`src/rtl/arith_pkg.sv`:
```
// Shared types and constants for the sequential sum/multiply stage.
// Holds the FSM encoding and the default operand width.
package arith_pkg;

    localparam int DEF_WIDTH = 8;

    typedef enum logic [1:0] {
        IDLE,
        CALC,
        DONE
    } state_t;

    // Counter width; at least one bit so WIDTH=1 still elaborates.
    function automatic int cnt_w(input int w);
        return (w > 1) ? $clog2(w) : 1;
    endfunction

endpackage

```
`src/rtl/seq_mult_datapath.sv`:
```
// Shift-add multiplier datapath: one partial product per step.
// acc_nxt exposes the accumulator including the current step's add.
module seq_mult_datapath
    import arith_pkg::*;
#(
    parameter int WIDTH = DEF_WIDTH,
    parameter int CW    = cnt_w(WIDTH)
) (
    input  logic               clk,
    input  logic               reset,
    input  logic               load,
    input  logic               step,
    input  logic [WIDTH-1:0]   a,
    input  logic [WIDTH-1:0]   b,
    output logic [2*WIDTH-1:0] acc_nxt,
    output logic               last_step
);

    logic [2*WIDTH-1:0] mcand;
    logic [2*WIDTH-1:0] acc;
    logic [WIDTH-1:0]   mplier;
    logic [CW-1:0]      count;

    assign acc_nxt   = mplier[0] ? (acc + mcand) : acc;
    assign last_step = (count == CW'(WIDTH - 1));

    always_ff @(posedge clk) begin
        if (reset) begin
            mcand  <= '0;
            mplier <= '0;
            acc    <= '0;
            count  <= '0;
        end else if (load) begin
            mcand  <= {{WIDTH{1'b0}}, a};
            mplier <= b;
            acc    <= '0;
            count  <= '0;
        end else if (step) begin
            acc    <= acc_nxt;
            mcand  <= mcand << 1;
            mplier <= mplier >> 1;
            count  <= count + CW'(1);
        end
    end

endmodule

```
`src/rtl/seq_sum_mult.sv`:
```
// Registered sum plus multi-cycle product behind valid/ready handshakes.
// FSM and handshake live here; the multiplier datapath is a sub-module.
module seq_sum_mult
    import arith_pkg::*;
#(
    parameter int WIDTH = DEF_WIDTH
) (
    input  logic               clk,
    input  logic               reset,
    input  logic               in_valid,
    output logic               in_ready,
    input  logic [WIDTH-1:0]   a,
    input  logic [WIDTH-1:0]   b,
    output logic               out_valid,
    input  logic               out_ready,
    output logic [WIDTH:0]     sum,
    output logic [2*WIDTH-1:0] product,
    output logic               busy
);

    state_t             state;
    state_t             state_nxt;
    logic               load;
    logic               step;
    logic               last_step;
    logic [2*WIDTH-1:0] acc_nxt;

    assign in_ready  = (state == IDLE);
    assign out_valid = (state == DONE);
    assign busy      = (state != IDLE);

    always_comb begin
        state_nxt = state;
        load      = 1'b0;
        step      = 1'b0;
        unique case (state)
            IDLE: begin
                if (in_valid) begin
                    load      = 1'b1;
                    state_nxt = CALC;
                end
            end
            CALC: begin
                step = 1'b1;
                if (last_step) begin
                    state_nxt = DONE;
                end
            end
            DONE: begin
                if (out_ready) begin
                    state_nxt = IDLE;
                end
            end
            default: state_nxt = IDLE;
        endcase
    end

    always_ff @(posedge clk) begin
        if (reset) begin
            state   <= IDLE;
            sum     <= '0;
            product <= '0;
        end else begin
            state <= state_nxt;
            if (load) begin
                sum <= {1'b0, a} + {1'b0, b};
            end
            // Final iteration: capture the accumulator with its last add.
            if (step && last_step) begin
                product <= acc_nxt;
            end
        end
    end

    seq_mult_datapath #(
        .WIDTH(WIDTH)
    ) u_dp (
        .clk      (clk),
        .reset    (reset),
        .load     (load),
        .step     (step),
        .a        (a),
        .b        (b),
        .acc_nxt  (acc_nxt),
        .last_step(last_step)
    );

endmodule

```
`config.mk`:
```
export PLATFORM = sky130hd
export DESIGN_NAME = seq_sum_mult
export DESIGN_NICKNAME = d
export VERILOG_FILES = /design/src/rtl/arith_pkg.sv /design/src/rtl/seq_mult_datapath.sv /design/src/rtl/seq_sum_mult.sv
export SDC_FILE = /design/constraint.sdc
export NUM_CORES = 1
export LEC_CHECK = 0
export ABC_AREA = 1
export CORE_ASPECT_RATIO = 1.5
export CORE_MARGIN = 2
export CORE_UTILIZATION = 45
export DETAILED_ROUTE_END_ITERATION = 16
export DONT_BUFFER_PORTS = 1
export PLACE_DENSITY = 0.67
export SYNTH_ARGS = -nofsm -noshare
export SYNTH_HDL_FRONTEND = slang
export SYNTH_SLANG_ARGS = --single-unit
```
`constraint.sdc`:
```
create_clock -name clk -period 3.3 [get_ports clk]
set_input_delay 0.66 -clock clk [delete_from_list [all_inputs] [get_ports clk]]
set_output_delay 0.66 -clock clk [all_outputs]
set_load 0.005 [all_outputs]
```
**After elaboration in Yosys (flattened, before gate mapping)**

Index checks and enable logic that the tools add are counted.

- Register bits after elaboration: 70
- Input port bits: 20
- Output and inout port bits: 28
- Word-level logic and storage cells: 35

- Add/subtract/negate cells: 3
- Equality and inequality tests: 6
- Muxes and demuxes: 12
- Reduce and logical (&&, ||, !) cells: 6

Operators by type and width:

| kind | number |
|---|---|
| 8-bit two-way mux | 4 |
| 16-bit adder | 1 |
| 16-bit two-way mux | 1 |
| 8-bit by 8-bit adder with 9-bit output | 1 |
| 2-bit two-way mux | 3 |
| 2-bit case mux with 3 select lines | 1 |
| 2-bit inequality test (second input constant) | 2 |
| 2-bit nonzero test | 2 |
| 3-bit by 1-bit adder with 3-bit output (second input constant) | 1 |
| 3-bit == test (second input constant) | 1 |
| 1-bit two-way mux | 3 |
| 3-bit AND reduction | 1 |
| 2-bit by 1-bit == test with 1-bit output (second input constant) | 1 |
| 2-bit == test (second input constant) | 1 |
| 2-bit logical NOT | 1 |
| 2-bit by 1-bit inequality test with 1-bit output (second input constant) | 1 |
| 2-bit OR reduction | 1 |
| 1-bit logical AND | 1 |

**Depth between registers and ports, before layout**

- Depth after elaboration: 4
- Mapped depth: 13

**By module**

Synthesis repeated with hierarchy kept, for this count alone.

- Cell total of the unflattened synthesis: 624
- Area, all modules: 4,269.1 um^2

Modules (own cells, without submodules):

| module | instances | cells each | area an instance (um^2) | sequential area each (um^2) |
|---|---|---|---|---|
| seq_mult_datapath | 1 | 438 | 2,877.8 | 860.8 |
| seq_sum_mult | 1 | 186 | 1,391.3 | 540.5 |

**Least setup slack after synthesis**

Ideal clock, no wire load.

- Path kind: in2reg
- Start point: input a[0]
- End point: register sum[8]
- Library setup time: 122 ps
- Arrival: 1,825 ps
- Data required time: 3,178 ps
- Slack: 1,354 ps
- Stages on the path: 8
- Path buffers: 0
- Cells stage by stage: ha_1 fa_1 nand3_1 nand2_1 a31oi_1 nor2_1 o21ai_0 a21oi_1

- Word-level cells in the longest chain between the ends: 1

Ends and longest elaborated chain:

| item | line | RTL |
|---|---|---|
| start: declaration | seq_sum_mult.sv:12 | `input logic [WIDTH-1:0] a,` |
| 8-bit by 8-bit adder with 9-bit output | seq_sum_mult.sv:66 | `sum <= {1'b0, a} + {1'b0, b};` |
| end signal: assignment | seq_sum_mult.sv:66 |  |
| end: declaration | seq_sum_mult.sv:16 | `output logic [WIDTH:0] sum,` |

Every way passes these cells.
A chain may end at the register's enable or synchronous reset.

**Worst setup path after layout**

- Start point: register u_dp.acc[0]
- End point: register product[12]

- Word-level cells in the longest chain between the ends: 2

Ends and longest elaborated chain:

| item | line | RTL |
|---|---|---|
| start: declaration | seq_mult_datapath.sv:20 | `logic [2*WIDTH-1:0] acc;` |
| start signal: assignment | seq_mult_datapath.sv:39 | `acc <= acc_nxt;` |
| 16-bit adder | seq_mult_datapath.sv:24 | `assign acc_nxt = mplier[0] ? (acc + mcand) : acc;` |
| 16-bit two-way mux | seq_mult_datapath.sv:24 |  |
| end signal: assignment | seq_sum_mult.sv:70 | `product <= acc_nxt;` |
| end: declaration | seq_sum_mult.sv:17 | `output logic [2*WIDTH-1:0] product,` |

Every way passes these cells.

==> qor.yml <==
run_status:
  status: "completed"
cts:
  cts_resized: 0
  clkTransAtPathRegs_ns: 0.06
  cts_root_buf: "clkbuf_16"
  clk_latency_ns: 0.34
  cts_tree: "yes"
  hold_buffers: 0
  cts_setup_buffers: 0
  clock_sinks: 70
  cts_max_path_buffers: 2
  cts_buffers: 9
  h-tree-depth: 3
setup_path:
  crit_buf_inv: 1
  path_cells: "ha_1, fa_1, nand2_1, nand2_1, and2_1, nand3_1, nand4_1, nand3_1, nand3_1, nand2_1, inv_1"
  critical_path.top_delay_family: "simple AND/OR/NAND/NOR gates"
  slowest_delay_ns: 0.39
  worstPathArrival_ns: 2.22
  r2r_start: "u_dp.acc[0]"
  cp.depth: 11
  r2r-end: "product[12]"
  crit_fanout: 4
  critical_path_class: "reg2reg"
  rr_worst_depth: 11
  crit_slowest_cell: "fa_1"
  startpoint: "u_dp.acc[0]"
  endpoint: "product[12]"
  startpoint_type: "flip-flop"
  cp.required_ns: 3.54
  regToRegSetupSlack_ns: 1.32
  cp-end-kind: "flip-flop"
synth:
  synth_area_per_cell_um2: 6.84
  yosysTopAreaCellShare_pct: 34.3
  syn_nets: 645
  synth_largest_area_cell: "dfxtp_1"
  ys_seq_area_share_pct: 34.3
  yosys_warnings: 0
  syn_inst: 598
  ys_types: 40
  synth.ff_latch_count: 70
  syn-cell-area_mm2: 0.00409
  synth.area.top_cells: "dfxtp_1, nand2_1, ha_1, inv_1, a21oi_1"
grt:
  grt_max_degree: 50
  antenna_found_initial: 0
  grt-ovfl-total: 0
  grt_pass1_vias: 3620
  grt.total_usage_pct: 21.3
  grt_pass1_wl_um: 16200
finish:
  antenna_cells: 0
  drive_gt1_share_pct: 5.71
  area_delta_synth_final_pct: 8.54
  final_core_util_pct: 50.3
  finalNonFillerCells: 705
  nets: 637
  layout_common_cells: "nand2_1, inv_1, dfxtp_1"
  mostFrequentLayoutCell: "nand2_1"
power_and_ir_drop:
  finalPower_w: 0.00222
  p_per_area_mw_per_mm2: 500
  power_leakage_nw: 2.16
  vdd_drop_max_mv: 0.293
floorplan:
  core_mm2: 0.00883
  pin_count: 48
  die_h_um: 121
  die_area_mm2: 0.00988
  start_util_pct: 46.3
  num_rows: 42
  die_x_um: 81.8
detailed_routing:
  drt-total-wl_um: 9730
  route.detailed.drc: 0
  num_vias: 3687
  ant_nets: 0
  viasPerCell: 5.23
  drtIter0Drc: 203
  wl_per_cell_um: 13.8
  dr.pass1.iters: 4
timing:
  skew_ns: 0.00992
  finalCriticalPeriod_ns: 1.98
  setup_viol: 0
  fin_crit_sh_pct: 59.9
  finalSetupTns_ns: 0
  final_max_slew_viol_count: 0
  fmax_mhz: 506
  hold_viol: 0
  slew_headroom_pct: 62.0
  worst-slew-pin-transition_ns: 0.569
  rsz0062_at_grt: "no"
job:
  cap_violations: 0
placement:
  placement.io_buffers: 0
  dp_hpwl_um: 7290
  dp_cells: 689
  gp_congestion: 0.884
min_path:
  hold_path_depth: 1
  hold_class: "in2reg"
sequential cells by signal, indices dropped and copies added (netlist names):
name / cells
u_dp.mcand: 16
product: 16
u_dp.count: 3
u_dp.acc: 16
sum: 9
u_dp.mplier: 8
state: 2
routing by layer:
layer / vias up / global-route usage (%) / part of all wire [%]
met2: 81 / 37.4 / 52
met4: 0 / 12.2 / 5.1
met1: 1679 / 21.8 / 38
met3: 30 / 6.04 / 5.0
li1: 1897 / - / -
met5: - / 0 / 0
logic make-up (layout without fill, tap and decap cells):
| logic type | count (synthesis) | in the layout | synth area share, % |
|---|---|---|---|
| compound gates | 102 | 102 | 15.0 |
| flops | 70 | 70 | 34.3 |
| buf+inv | 108 | 105 | 11.3 |
| fa+ha+maj | 27 | 27 | 8.63 |
| simple gates | 287 | 287 | 30.0 |
| xor+xnor | 4 | 4 | 0.857 |
power by group:
part	total (W)	leakage (nW)	switching, W	internal [W]
logic	0.000256	1.44	0.000166	0.0000893
clock network	0.00105	0.153	0.000381	0.000667
registers	0.000917	0.570	0.0000326	0.000884
cells in the mapped netlist (all sizes together):
| cell type | instances |
|---|---|
| dfxtp | 70 |
| o21a | 13 |
| inv | 86 |
| a32o | 3 |
| clkbuf | 3 |
| a22o | 2 |
| o21bai | 3 |
| a21oi | 38 |
| nor2 | 43 |
| o211ai | 4 |
| o22ai | 3 |
| xnor2 | 3 |
| nand2 | 190 |
| nand3 | 36 |
| ha | 25 |
| o21ai | 20 |
| xor2 | 1 |
| or2 | 7 |
| nand4 | 1 |
| a31oi | 15 |
| nor3 | 4 |
| buf | 19 |
| nand3b | 4 |
| a211oi | 1 |
| fa | 2 |
| and2 | 2 |
layout make-up:
class / instances / area, um^2
Timing Repair Buffer: 3 / 22.5
Clock buffer: 10 / 229
Inverter: 86 / 325
Fill cell: 871 / 4390
Clock inverter: 6 / 93.8
Tap cell: 110 / 138
Sequential cell: 70 / 1400
Multi-Input combinational cell: 420 / 2230
stage by stage:
step                      area (um^2)  hold WS [ns]  setup slack, ns
after global placement           4110         0.454             1.12
after global routing             4440         0.375             1.13
after floorplan                  4090         0.446             1.35
final                            4440         0.390             1.32
after CTS                        4440         0.374             1.31
after detailed placement         4110         0.460             1.12
worst min-delay path by stage:
| stage | start | endpoint |
|---|---|---|
| detailed placement | u_dp.mplier[1] | u_dp.mplier[1] |
| finish | reset | u_dp.mcand[1] |
| floorplan | sum[4] | sum[4] |
| global placement | u_dp.mplier[3] | u_dp.mplier[3] |
| global route | reset | u_dp.mcand[1] |
| CTS | reset | u_dp.mcand[1] |
(Power assumes the default switching activity.)
